## src/rtl/if_id_buffer.sv

```systemverilog
// if_id_buffer: circular FIFO between the fetch and decode stages.
// The buffer holds up to DEPTH {pc, instr} entries. It uses valid/ready
// handshakes on both sides. Flush discards all buffered entries.
//
// Ports:
//   clk           clock; all state changes on its rising edge
//   reset         asynchronous, active-high reset
//   in_valid      fetch presents an instruction
//   in_pc         PC of the presented instruction
//   in_instr      presented instruction word
//   in_ready      buffer can accept a push (count < DEPTH)
//   flush         discard all entries at the next edge (redirect)
//   out_valid     head entry is valid for decode
//   out_pc        PC of the head entry (0 when empty)
//   out_instr     instruction word of the head entry (0 when empty)
//   out_pc_plus4  out_pc + 4, wrapping modulo 2^32
//   out_ready     decode consumes the head entry
//   count         number of valid entries
module if_id_buffer #(
  parameter int unsigned DEPTH = 2
) (
  input  logic                     clk,
  input  logic                     reset,
  input  logic                     in_valid,
  input  logic [31:0]              in_pc,
  input  logic [31:0]              in_instr,
  output logic                     in_ready,
  input  logic                     flush,
  output logic                     out_valid,
  output logic [31:0]              out_pc,
  output logic [31:0]              out_instr,
  output logic [31:0]              out_pc_plus4,
  input  logic                     out_ready,
  output logic [$clog2(DEPTH):0]   count
);

  localparam int unsigned PTR_W = (DEPTH > 1) ? $clog2(DEPTH) : 1;
  localparam int unsigned CNT_W = $clog2(DEPTH) + 1;

  logic [PTR_W-1:0] wr_ptr;
  logic [PTR_W-1:0] rd_ptr;
  logic [31:0]      pc_mem    [DEPTH];
  logic [31:0]      instr_mem [DEPTH];
  logic             push;
  logic             pop;

  // Handshake qualification. Flush suppresses both sides.
  // in_ready depends only on the registered count, so a pop cannot free a
  // slot for a push in the same cycle.
  assign in_ready  = (count < CNT_W'(DEPTH));
  assign out_valid = (count != '0);
  assign push      = in_valid & in_ready & ~flush;
  assign pop       = out_valid & out_ready & ~flush;

  // Head read. When the FIFO is empty, stale storage stays hidden.
  always_comb begin
    out_pc    = 32'h0;
    out_instr = 32'h0;
    if (out_valid) begin
      out_pc    = pc_mem[rd_ptr];
      out_instr = instr_mem[rd_ptr];
    end
  end

  assign out_pc_plus4 = out_pc + 32'd4;

  // Pointer and occupancy state. Pointers wrap naturally, since DEPTH is
  // a power of two.
  always_ff @(posedge clk or posedge reset) begin
    if (reset) begin
      wr_ptr <= '0;
      rd_ptr <= '0;
      count  <= '0;
    end else if (flush) begin
      wr_ptr <= '0;
      rd_ptr <= '0;
      count  <= '0;
    end else begin
      if (push) wr_ptr <= PTR_W'(wr_ptr + 1'b1);
      if (pop)  rd_ptr <= PTR_W'(rd_ptr + 1'b1);
      unique case ({push, pop})
        2'b10:   count <= CNT_W'(count + 1'b1);
        2'b01:   count <= CNT_W'(count - 1'b1);
        default: count <= count;
      endcase
    end
  end

  // Entry storage. It has no reset, because out_valid masks it.
  always_ff @(posedge clk) begin
    if (push) begin
      pc_mem[wr_ptr]    <= in_pc;
      instr_mem[wr_ptr] <= in_instr;
    end
  end

endmodule

```

## config.mk

```make
export PLATFORM = sky130hd
export DESIGN_NAME = if_id_buffer
export DESIGN_NICKNAME = d
export VERILOG_FILES = /design/src/rtl/if_id_buffer.sv
export SDC_FILE = /design/constraint.sdc
export NUM_CORES = 1
export LEC_CHECK = 0
export ABC_AREA = 1
export BUFFER_PORTS_ARGS = -buffer_cell sky130_fd_sc_hd__buf_2
export CORE_ASPECT_RATIO = 1.25
export CORE_MARGIN = 5
export CORE_UTILIZATION = 49
export CTS_BUF_LIST = sky130_fd_sc_hd__clkbuf_8
export DETAILED_ROUTE_END_ITERATION = 10
export PLACE_DENSITY = 0.78
export SYNTH_ARGS = -nofsm -noshare
export SYNTH_HDL_FRONTEND = slang
export SYNTH_SLANG_ARGS = --single-unit
```

## constraint.sdc

```tcl
create_clock -name clk -period 3.45 [get_ports clk]
set_input_delay 0 -clock clk [delete_from_list [all_inputs] [get_ports clk]]
set_output_delay 0 -clock clk [all_outputs]
set_load 0.01 [all_outputs]
```

# After elaboration in Yosys (flattened, before gate mapping)
# Memories as Yosys holds them, arrays and structs flattened.
# Index checks and enable logic that the tools add are counted.
op_classes:
  n_reduce_logical: 4
  mul: 0
  n_div: 0
  eq_ne: 2
  n_shift: 0
  order_cmp: 1
  add_sub_neg: 5
  bitwise: 5
  muxes: 10
op_table:
  columns: ["operator", "count"]
  rows:
  - ["$mux W32", 2]
  - ["$add A32 B3 Y32 const B", 1]
  - ["$mux W1", 6]
  - ["$reduce_bool A2 Y1", 3]
  - ["$and A1 B1 Y1", 4]
  - ["$pmux W2 S2", 1]
  - ["$reduce_bool A3 Y1", 1]
  - ["$add A1 B1 Y1 const B", 2]
  - ["$add A2 B1 Y2 const B", 1]
  - ["$eq A2 B1 Y1 const B", 1]
  - ["$eq A2 B2 Y1 const B", 1]
  - ["$lt A2 B2 Y1 const B", 1]
  - ["$mux W2", 1]
  - ["$sub A2 B1 Y2 const B", 1]
  - ["$not A1 Y1", 1]
totals:
  ramBits: 128
  latch_bits: 0
  mem_count: 2
  romBits: 0
  ff_bits: 4
  input_bits: 69
  wordCells: 32
  output_inout_bits: 100
mem_list:
  columns: ["memory", "depth", "word_bits", "rd", "rd_clocked_by_memory_dff", "wr", "line_no", "rtl"]
  rows:
  - ["instr_mem", 2, 32, 1, 0, 1, "43", "logic [31:0] instr_mem [DEPTH];"]
  - ["pc_mem", 2, 32, 1, 0, 1, "42", "logic [31:0] pc_mem [DEPTH];"]

# Depth between registers and ports, before layout
# Gate-level depths: netlist of run 1.
logic_depth:
  word_depth: 6
  mapped_depth: 15
  mapped_depth_nobuf: 13

# Least setup slack after synthesis of run 1
# Ideal clock, no wire load.
synth_path:
  path_type: "reg2reg"
  start: "register count[1]"
  end: "memory instr_mem[0][0] (enable)"
  n_path_buf: 0
  path_stages_with_launch: 4
  slack_ns: -0.419
  setup_time_ns: 0.487
  arrival_time_ns: 3.382
  path_cell_list: "dfrtp_1 > inv_1 > nand3_1 > nor2_1"
synth_via:
  elab_chain_len: 5
synth_rtl:
  columns: ["element", "line_no", "rtl"]
  rows:
  - ["from (decl)", "34", "output logic [$clog2(DEPTH):0] count"]
  - ["from (signal assigned)", "82", "2'b10: count <= CNT_W'(count + 1'b1);"]
  - ["from (signal assigned)", "83", "2'b01: count <= CNT_W'(count - 1'b1);"]
  - ["from (signal assigned)", "84", "default: count <= count;"]
  - ["$lt A2 B2 Y1", "50", "assign in_ready = (count < CNT_W'(DEPTH));"]
  - ["via in_ready", "27", "output logic in_ready,"]
  - ["$and A1 B1 Y1 (2 in series)", "52", "assign push = in_valid & in_ready & ~flush;"]
  - ["$mux W1", "91", "if (push) begin"]
  - ["$mux W1 (not written as such)", "93", "instr_mem[wr_ptr] <= in_instr;"]
  - ["to (decl)", "43", null]
# The timed path passes the listed nets, and every way through them passes these cells.

# Final worst setup path of run 1
layout_path:
  start: "register rd_ptr"
  end: "output out_pc_plus4[22]"
layout_via:
  elab_chain_len: 3
layout_rtl:
  columns: ["element", "line_no", "rtl"]
  rows:
  - ["from (decl)", "41", "logic [PTR_W-1:0] rd_ptr;"]
  - ["from (signal assigned)", "80", "if (pop) rd_ptr <= PTR_W'(rd_ptr + 1'b1);"]
  - ["$mem_v2 Z2 W32", null, null]
  - ["$mux W32", "59", "if (out_valid) begin"]
  - ["$add A32 B3 Y32", "65", "assign out_pc_plus4 = out_pc + 32'd4;"]
  - ["to (decl)", "32", "output logic [31:0] out_pc_plus4,"]
# No other way between the ends.

==> out/metrics.csv, run 1 <==
stage;metric;value;unit
cts;maximum buffer depth of the clock tree;2;
critical_path;Crit. End Element;output port;
cts;CTS-repair resized insts;0;
sta;setup TNS;0;ns
cts;root buf cell;clkbuf_8;
worst_hold_path;HP Class;input pin to register;
floorplan;DIE AREA;14900;sq um
synthesis;Yosys cell types;26;
synthesis;post-synthesis cell area;6150;sq um
layout;area growth from synthesis to layout;33.0;%
floorplan;Initial Util;50.4;%
layout;fin cells;1031;
layout;design area;8180;sq um
synthesis;cell taking the most area after synthesis;edfxtp_1;
synthesis;count leader, synth;nand2_1;
sta;fmax;323;MHz
synthesis;async set or reset register ratio after synthesis;3.03;%
critical_path;CP most frequent cell;nand2_1;
cts;htree depth;4;
power;Lkg Pwr;3.65;nW
synthesis;post-synthesis sequential area ratio;64.1;%
synthesis;commonest cells in the netlist;nand2_1, edfxtp_1, inv_1;
placed_design;worst slack, placed;0.786;ns
outcome;status;finished clean;
critical_path;worst r2r path cells;4;
detailed_routing;routed vias/inst;4.96;
sta;post-route setup slack;0.357;ns
global_routing;total grt overflow;0;
detailed_routing;initial drt markers;318;
placed_design;placed instance area;7110;sq um
layout;layout cells sized above 1;27.8;%
critical_path;Buf/Inv on CP;4;
detailed_routing;iteration count of the initial detailed-routing pass;5;
critical_path;reg2reg start;count[1];
layout;Nets;926;
global_routing;initial antenna violation count;0;
critical_path;Critical path origin;rd_ptr;
critical_path;flop2flop setup slack;1.31;ns
sta;Slew HR;41.3;%
synthesis;Synth warnings;0;
critical_path;Critical Path Sink;out_pc_plus4[22];
sta;RSZ-0062 raised after global routing;false;
floorplan;Row Count;45;
detailed_routing;Vias;5118;
synthesis;Post-synth top flop;edfxtp_1;
placed_design;placed cells;932;
critical_path;CP Cell Sequence;inv_2 -> nor2_1 -> nor2_2 -> nand2_2 -> inv_1 -> ha_1 -> inv_1 -> nor2_2 -> nand2_2 -> nor2_4 -> nand2_1 -> nand2_1 -> nand2_1 -> buf_2;
sta;measured slew at the worst slew-check pin;0.878;ns
critical_path;delay-heaviest family, CP;simple AND/OR/NAND/NOR gates;
critical_path;instance count on the critical path;14;
sta;final hold vios;0;
critical_path;CP max stage cell;dfrtp_2;
placed_design;Post-DP HPWL;10.9;mm
sta;fin. max-slew vios;0;
detailed_routing;WL per Instance;15.7;um
global_routing;first-pass GRT wire length;25.4;mm
placed_design;Final GP Congestion;0.947;
synthesis;Synth Register Bits;132;
sta;Final Critical Period;3.09;ns
detailed_routing;DRT met1 WL;6.26;mm
sta;crit share post-route;89.7;%
cts;CTS tree;built;
critical_path;Critical Path Start Type;register;
power;Power Density;693;nW/um^2
cts;Clk pin slew, worst setup/hold paths;0.08;ns
layout;diode count;0;
cts;Clk Latency, worst-skew pair;0.42;ns
critical_path;max incr delay on CP;0.61;ns
global_routing;largest net degree at the start of global routing;66;
detailed_routing;met2 WL;8.30;mm
floorplan;IO Count;169;
critical_path;Setup CP Type;register to output port;
power;Max VDD drop;0.435;mV
cts;clock sinks;132;
placed_design;IO Port Bufs;168;
synthesis;syn avg cell area;9.94;sq um
critical_path;CP arrival;3.09;ns
synthesis;top-area cell type share of the netlist area;62.5;%
detailed_routing;wire length on met3;1.30;mm
critical_path;Reg-to-Reg End;pc_mem[1][20];
synthesis;Post-Synthesis Cells;619;
synthesis;Mapped Nets;689;
synthesis;Synth area leaders;edfxtp_1, nand2_1, nand3_1;
global_routing;vias in the first global route;5236;
sta;Clock Skew;0.0134;ns
sta;number of setup violations in the final report;0;
cts;CTS Buf Count;17;
detailed_routing;highest metal used;met4;
floorplan;CORE AREA;12200;sq um
detailed_routing;DRT antenna net count;0;
synthesis;number of enable flip-flop cells after synthesis;128;
floorplan;die width;110;um
critical_path;Crit Path Max Fanout;37;
job;max cap viols;0;
floorplan;die height;135;um
critical_path;WP data required;3.45;ns
detailed_routing;DRC Markers;0;
global_routing;total global-route track usage;22.3;%
detailed_routing;final WL;16.2;mm
[placed cells by master, fill, tap and decap left out, types with 6 or more instances in the layout]
master / count
edfxtp_1: 128
xor2_1: 15
dlygate4sd3_1: 69
buf_2: 168
clkbuf_8: 17
nand2_2: 16
nand3_1: 40
nand2_1: 227
nor2_4: 6
inv_1: 55
nor2_2: 8
a21oi_1: 38
nor2_1: 41
[flip-flops by register name (all words and copies together) (netlist names)]
| signal | cells |
|---|---|
| count | 2 |
| instr_mem | 64 |
| pc_mem | 64 |
| rd_ptr | 1 |
| wr_ptr | 1 |
[kinds of logic after synthesis]
group	synth area share [%]
buffers and inverters	6.14
AOI/OAI and AO/OA	3.84
and+or+nand+nor	23.6
adders and majority gates	0.203
DFF	64.1
xor gates and xnor gates	2.14
[how the worst min path moves through the flow]
| stage | startpoint | to | slack [ns] | cells after the start |
|---|---|---|---|---|
| global route | in_valid | count[1] | 0.17 | 6 |
| detailed placement | reset | count[1] | -0.10 | 2 |
| finish | in_valid | count[1] | 0.11 | 6 |
| CTS | in_valid | count[1] | 0.07 | 6 |
| global placement | reset | count[1] | -0.11 | 2 |
| floorplan | reset | count[0] | -0.23 | 1 |
[tightest hold or removal path: stages]
cell     delay (ns)
buf_2          0.09
a21oi_1        0.08
nand2_1        0.09
o21ai_0        0.09
nand3_1        0.06
o21ai_0        0.07
[where the power goes]
group / internal [mW] / leakage [nW] / switching (mW)
sequential: 1.93 / 1.22 / 0.0797
combinational: 0.811 / 2.23 / 1.59
clock: 0.694 / 0.195 / 0.567
total: 3.43 / 3.65 / 2.24
[final cells by class]
class	count	area [sq um]
Fill cell	978	4040
Sequential cell	132	3950
Multi-Input combinational cell	406	1850
Timing Repair Buffer	243	1590
Clock buffer	17	234
Inverter	56	210
Tap cell	164	205
Clock inverter	13	145
[repair_timing]
action	in CTS	in global routing
hold buffers	69	0
setup buffers	0	0
endpoints found under the hold margin	136	0
[per-layer routing]
metal | up-vias | global-route usage (%)
met5 | - | 0
met4 | 0 | 7.32
met3 | 27 | 5.91
met2 | 218 | 39.9
met1 | 2380 | 25.6
li1 | 2493 | -
[metrics by stage]
stage / utilization, % / total power, mW / hold slack [ns]
2_1_floorplan: - / 3.51 / -0.234
3_3_place_gp: 58.2 / 4.33 / -0.112
3_5_place_dp: 58.2 / 4.38 / -0.102
4_1_cts: 67.0 / 5.69 / 0.0667
5_1_grt: 67.0 / 6.04 / 0.172
6_report: 67.0 / 5.67 / 0.107
Note: power is estimated with default switching activity, not from simulation.
==> inputs of run 2 (changes only) <==
--- a/config.mk
+++ b/config.mk
@@ -11,6 +11,6 @@
 export CORE_MARGIN = 5
-export CORE_UTILIZATION = 49
+export CORE_UTILIZATION = 57
 export CTS_BUF_LIST = sky130_fd_sc_hd__clkbuf_8
 export DETAILED_ROUTE_END_ITERATION = 10
-export PLACE_DENSITY = 0.78
+export PLACE_DENSITY = 0.86
 export SYNTH_ARGS = -nofsm -noshare
==> constraint.sdc (replaced) <==
create_clock -name clk -period 3.92 [get_ports clk]
set_input_delay 0.392 -clock clk [delete_from_list [all_inputs] [get_ports clk]]
set_output_delay 0.392 -clock clk [all_outputs]
set_load 0.01 [all_outputs]
==> run 2 against run 1 <==
Compared with the run above:
- via count shrank 4.8%
- final cell count shrank 9.4%
- power shrank 13%
- flip-flop and latch count is the same
- critical endpoint unchanged
==> out/metrics.csv, run 2 (synthesized netlist as in run 1, its figures left out) <==
stage;metric;value;unit;change
cts;Clk Latency, worst-skew pair;0.42;ns;about the same
sta;hold_ws;0.144;ns;was 0.107 ns
floorplan;IO Count;169;;unchanged
placed_design;Post-DP HPWL;10.7;mm;was 10.9 mm
critical_path;Critical path origin;rd_ptr;;unchanged
cts;htree depth;4;;unchanged
critical_path;WP data required;3.53;ns;was 3.45 ns
critical_path;flop2flop setup slack;1.75;ns;was 1.31 ns
critical_path;Reg-to-Reg End;pc_mem[1][28];;was pc_mem[1][20]
cts;clock sinks;132;;unchanged
cts;CTS Buf Count;17;;unchanged
sta;final hold vios;0;;unchanged
global_routing;largest net degree at the start of global routing;55;;was 66
layout;FILL cells;759;;was 978
detailed_routing;DRT antenna net count;0;;unchanged
detailed_routing;iteration count of the initial detailed-routing pass;4;;was 5
cts;maximum buffer depth of the clock tree;2;;unchanged
power;Lkg Pwr;3.37;nW;was 3.65 nW
critical_path;CP arrival;3.10;ns;was 3.09 ns
critical_path;Setup CP Type;register to output port;;unchanged
placed_design;Final GP Congestion;0.980;;was 0.947
layout;Nets;859;;was 926
detailed_routing;initial drt markers;236;;was 318
critical_path;reg2reg start;count[1];;unchanged
floorplan;DIE AREA;13000;sq um;was 14900 sq um
layout;FF+latch area;3950;sq um;unchanged
cts;setup bufs post-CTS;0;;unchanged
sta;setup TNS;0;ns;unchanged
sta;Final Critical Period;3.49;ns;
sta;RSZ-0062 raised after global routing;false;;unchanged
floorplan;die width;103;um;was 110 um
detailed_routing;Vias;4870;;was 5118
critical_path;Critical Path Start Type;register;;unchanged
sta;number of setup violations in the final report;0;;unchanged
sta;Slew HR;52.3;%;was 41.3%
global_routing;total grt overflow;0;;unchanged
cts;Clk pin slew, worst setup/hold paths;0.08;ns;about the same
layout;top flop regs;instr_mem: 64 flops, pc_mem: 64 flops, count: 2 flops;;unchanged
placed_design;IO Port Bufs;168;;unchanged
floorplan;Row Count;42;;was 45
detailed_routing;final WL;14.7;mm;was 16.2 mm
sta;fmax;286;MHz;
floorplan;CORE AREA;10600;sq um;was 12200 sq um
sta;measured slew at the worst slew-check pin;0.716;ns;was 0.878 ns
floorplan;die height;126;um;was 135 um
global_routing;initial antenna violation count;1;;was 0
outcome;status;finished clean;;unchanged
power;Max VDD drop;0.550;mV;was 0.435 mV
layout;area of the multi-input gates;1850;sq um;unchanged
layout;area growth from synthesis to layout;21.6;%;was 33.0%
critical_path;worst r2r path cells;4;;unchanged
floorplan;Initial Util;58.2;%;was 50.4%
worst_hold_path;HP Class;input pin to register;;unchanged
sta;crit share post-route;89.1;%;
detailed_routing;routed vias/inst;5.21;;was 4.96
layout;layout cells sized above 1;30.3;%;was 27.8%
global_routing;total global-route track usage;23.1;%;was 22.3%
sta;Clock Skew;0.0109;ns;was 0.0134 ns
global_routing;vias in the first global route;4941;;was 5236
job;max cap viols;0;;unchanged
detailed_routing;WL per Instance;15.7;um;about the same
critical_path;Crit. End Element;output port;;unchanged
layout;most frequent cells in the layout;nand2_1, buf_2, edfxtp_1, inv_1, nor2_1;;was nand2_1, buf_2, edfxtp_1, dlygate4sd3_1, inv_1
sta;fin. max-slew vios;0;;unchanged
critical_path;Crit Path Max Fanout;38;;was 37
detailed_routing;DRC Markers;0;;unchanged
cts;root buf cell;clkbuf_8;;unchanged
cts;CTS tree;built;;unchanged
cts;CTS-repair resized insts;0;;unchanged
global_routing;first-pass GRT wire length;23.2;mm;was 25.4 mm
layout;most common cell after layout, fill and taps aside;nand2_1;;unchanged
critical_path;Critical Path Sink;out_pc_plus4[22];;unchanged
power;Power Density;661;nW/um^2;was 693 nW/um^2
run 2: cell count changes in the layout (fill, tap and decap cells not counted), sizes merged:
cell,before,now
buf,174,175
inv,58,57
dlygate4sd3,69,1
clkinv,5,7
diode,0,1
run 2: final cells by class:
type | count | share of cell area (%)
clock buffer | 17 | 3.13
tap | 132 | 2.21
clock inverter | 14 | 2.21
inverter | 56 | 2.81
multi-input combinational | 406 | 24.8
antenna | 1 | 0.0335
timing repair buffer | 176 | 12.1
sequential | 132 | 52.8
run 2: power breakdown:
| group | switching [mW] | internal [mW] |
|---|---|---|
| combinational | 1.38 | 0.668 |
| sequential | 0.0667 | 1.70 |
| clock | 0.510 | 0.621 |
run 2: per-layer routing:
metal  part of all wire, %  vias to the layer above  global-route usage (%)  wire (um)
met5                 0.048                        -                       0          7
met1                    39                     2264                    28.1       5670
met3                   9.1                       25                    7.41       1340
met4                   2.2                        2                    7.24        324
li1                      -                     2359                       -          -
met2                    50                      220                    38.8       7350
run 2: metrics by stage:
stage | instance area [sq um] | worst slack [ns] | cells | power (mW) | util, %
2_1_floorplan | 6150 | 0.0508 | 619 | 3.09 | -
3_3_place_gp | 7070 | 0.972 | 901 | 3.80 | 66.9
3_5_place_dp | 7070 | 0.862 | 901 | 3.83 | 66.9
4_1_cts | 7480 | 0.374 | 933 | 4.97 | 70.8
5_1_grt | 7480 | 0.107 | 933 | 5.25 | 70.8
6_report | 7480 | 0.426 | 934 | 4.94 | 70.8
run 2: critical path, cell delays in order, from the launching register on:
cell     delay [ns]
dfrtp_2        0.60
inv_2          0.58
nor2_1         0.11
nor2_2         0.11
nand2_2        0.09
inv_1          0.09
ha_1           0.17
inv_1          0.09
nor2_2         0.20
nand2_2        0.13
nor2_4         0.17
nand2_1        0.08
nand2_1        0.07
nand2_1        0.05
buf_2          0.13
run 2: worst min path at each step:
stage,start,end,depth (start not counted)
floorplan,reset,count[0],1
global placement,reset,count[1],2
detailed placement,reset,count[1],2
CTS,in_pc[16],pc_mem[1][16],1
global route,in_instr[20],instr_mem[0][20],1
finish,in_pc[15],pc_mem[0][15],1
run 2: timing repair:
item,4_1_cts,5_1_grt
setup endpoints to repair,0,0
hold endpoints to repair,4,0
hold buffers,1,0
==> inputs of run 3 (changes only) <==
- CORE_UTILIZATION: 57 -> 45
- PLACE_DENSITY: 0.86 -> 0.73
- clock period: 3.92 -> 2.81 ns (I/O delays scaled with it)
==> run 3 against run 2 <==
Compared with the run above:
- sequential share of layout area shrank 1.8 points
- worst hold slack worse by 0.096 ns
- die area rose by 24%
- global-route usage down 5.2 points
- critical path depth down 3
- clock-buffer cell count is the same
- core utilization down 13 points
- register-to-register slack worse by 0.65 ns
- routed wire length increased by 0.83%
- critical endpoint is now out_pc_plus4[28]
- largest power group unchanged
==> out/metrics.csv, run 3 (synthesized netlist as in run 1, its figures left out) <==
stage;metric;value;unit;change
global_routing;first-pass GRT wire length;22.6;mm;was 23.2 mm
global_routing;vias in the first global route;4574;;was 4941
sta;hold_ws;0.0478;ns;was 0.144 ns
cts;Clk Latency, worst-skew pair;0.41;ns;was 0.42 ns
layout;most frequent cells in the layout;nand2_1, buf_2, edfxtp_1, inv_1, a21oi_1;;was nand2_1, buf_2, edfxtp_1, inv_1, nor2_1
floorplan;Row Count;47;;was 42
placed_design;worst slack, placed;0.429;ns;was 0.862 ns
detailed_routing;final WL;14.8;mm;was 14.7 mm
sta;final hold vios;0;;unchanged
layout;Nets;871;;was 859
floorplan;die height;141;um;was 126 um
sta;number of setup violations in the final report;0;;unchanged
sta;measured slew at the worst slew-check pin;0.471;ns;was 0.716 ns
detailed_routing;Vias;4766;;was 4870
floorplan;DIE AREA;16100;sq um;was 13000 sq um
global_routing;largest net degree at the start of global routing;37;;was 55
placed_design;IO Port Bufs;168;;unchanged
power;Lkg Pwr;3.47;nW;was 3.37 nW
global_routing;initial antenna violation count;3;;was 1
detailed_routing;DRC Markers;0;;unchanged
sta;crit share post-route;94.4;%;
detailed_routing;DRT antenna net count;0;;unchanged
cts;clock sinks;132;;unchanged
placed_design;placed instance area;7160;sq um;was 7070 sq um
power;Final Power;7.10;mW;was 4.94 mW
layout;FILL cells;1144;;was 759
power;Power Density;917;nW/um^2;was 661 nW/um^2
detailed_routing;routed vias/inst;4.84;;was 5.21
worst_hold_path;HP Class;input pin to register;;unchanged
detailed_routing;initial drt markers;233;;was 236
cts;CTS Buf Count;17;;unchanged
outcome;status;finished clean;;unchanged
cts;root buf cell;clkbuf_8;;unchanged
layout;diode count;0;;was 1
detailed_routing;WL per Instance;15.0;um;was 15.7 um
cts;htree depth;4;;unchanged
sta;Slew HR;68.3;%;was 52.3%
sta;Clock Skew;0.0160;ns;was 0.0109 ns
job;max cap viols;0;;unchanged
layout;area growth from synthesis to layout;25.9;%;was 21.6%
critical_path;WP data required;2.53;ns;was 3.53 ns
critical_path;Crit Path Max Fanout;16;;was 38
global_routing;total global-route track usage;17.9;%;was 23.1%
power;Max VDD drop;0.555;mV;was 0.550 mV
critical_path;Setup CP Type;register to output port;;unchanged
sta;fin. max-slew vios;0;;unchanged
cts;maximum buffer depth of the clock tree;2;;unchanged
critical_path;Critical Path Start Type;register;;unchanged
layout;top flop regs;instr_mem: 64 flops, pc_mem: 64 flops, count: 2 flops;;unchanged
floorplan;Initial Util;46.1;%;was 58.2%
global_routing;total grt overflow;0;;unchanged
critical_path;Crit. End Element;output port;;unchanged
placed_design;Post-DP HPWL;10.5;mm;was 10.7 mm
floorplan;IO Count;169;;unchanged
sta;post-route setup slack;0.159;ns;was 0.426 ns
cts;CTS tree;built;;unchanged
sta;RSZ-0062 raised after global routing;true;;was false
detailed_routing;iteration count of the initial detailed-routing pass;4;;unchanged
layout;layout cells sized above 1;32.8;%;was 30.3%
critical_path;CP arrival;2.37;ns;was 3.10 ns
floorplan;CORE AREA;13300;sq um;was 10600 sq um
placed_design;Final GP Congestion;0.907;;was 0.980
cts;Clk pin slew, worst setup/hold paths;0.08;ns;about the same
layout;most common cell after layout, fill and taps aside;nand2_1;;unchanged
layout;design area;7750;sq um;was 7480 sq um
sta;Final Critical Period;2.65;ns;
sta;fmax;377;MHz;
sta;setup TNS;0;ns;unchanged
floorplan;die width;115;um;was 103 um
## run 3: cell type report
| class | instances | area, sq um | area share [%] |
|---|---|---|---|
| Clock buffer | 17 | 234 | 3.02 |
| Clock inverter | 15 | 168 | 2.16 |
| Inverter | 56 | 220 | 2.84 |
| Multi-Input combinational cell | 406 | 1900 | 24.6 |
| Sequential cell | 132 | 3950 | 50.9 |
| Tap cell | 171 | 214 | 2.76 |
| Timing Repair Buffer | 188 | 1060 | 13.7 |
## run 3: timing repair
action,4_1_cts,5_1_grt
cloned,0,1
hold endpoints to repair,4,0
buffers inserted,0,7
endpoints found under the setup margin,14,21
pin swaps,0,3
resized for setup,2,25
hold buffers,1,0
## run 3: final timing paths
check | startpoint | end | slack, ns | depth (start not counted)
setup / recovery | rd_ptr | out_pc_plus4[28] | 0.16 | 11
hold / removal | in_pc[13] | pc_mem[0][13] | 0.05 | 1
setup reg to reg | count[1] | count[0] | 1.10 | 8
hold reg to reg | count[0] | count[0] | 0.58 | 1
max in group asynchronous | reset | rd_ptr | 2.33 | 3
min in group asynchronous | reset | count[1] | 0.31 | 3
## run 3: metal layers
layer,routed length (um),GRT usage (%)
met1,5880,20.6
met2,7460,30.7
met3,1260,6.22
met4,171,6.44
met5,41,0
## run 3: where the power goes
| part | total [mW] | internal [mW] | switching, mW | leakage [nW] |
|---|---|---|---|---|
| registers | 2.43 | 2.36 | 0.0702 | 1.22 |
| clock network | 1.59 | 0.868 | 0.719 | 0.198 |
| logic | 3.08 | 1.08 | 2.01 | 2.05 |
| total | 7.10 | 4.31 | 2.80 | 3.47 |
## run 3: critical path, cell delays in order (launching register included)
cell and delay (ns):
dfrtp_2 0.48, buf_12 0.16, clkbuf_16 0.17, o21ai_2 0.23, nand3_1 0.14, nor2_1 0.15
nand2_1 0.08, nor2_2 0.20, nand2_1 0.09, nand2_1 0.06, nand2_1 0.05, buf_2 0.13
## run 3: through the flow
stage          std cells  util (%)
6_report             985      58.0
5_1_grt              985      58.0
4_1_cts              977      56.8
3_5_place_dp         944      53.6
3_3_place_gp         944      53.6
2_1_floorplan        619         -
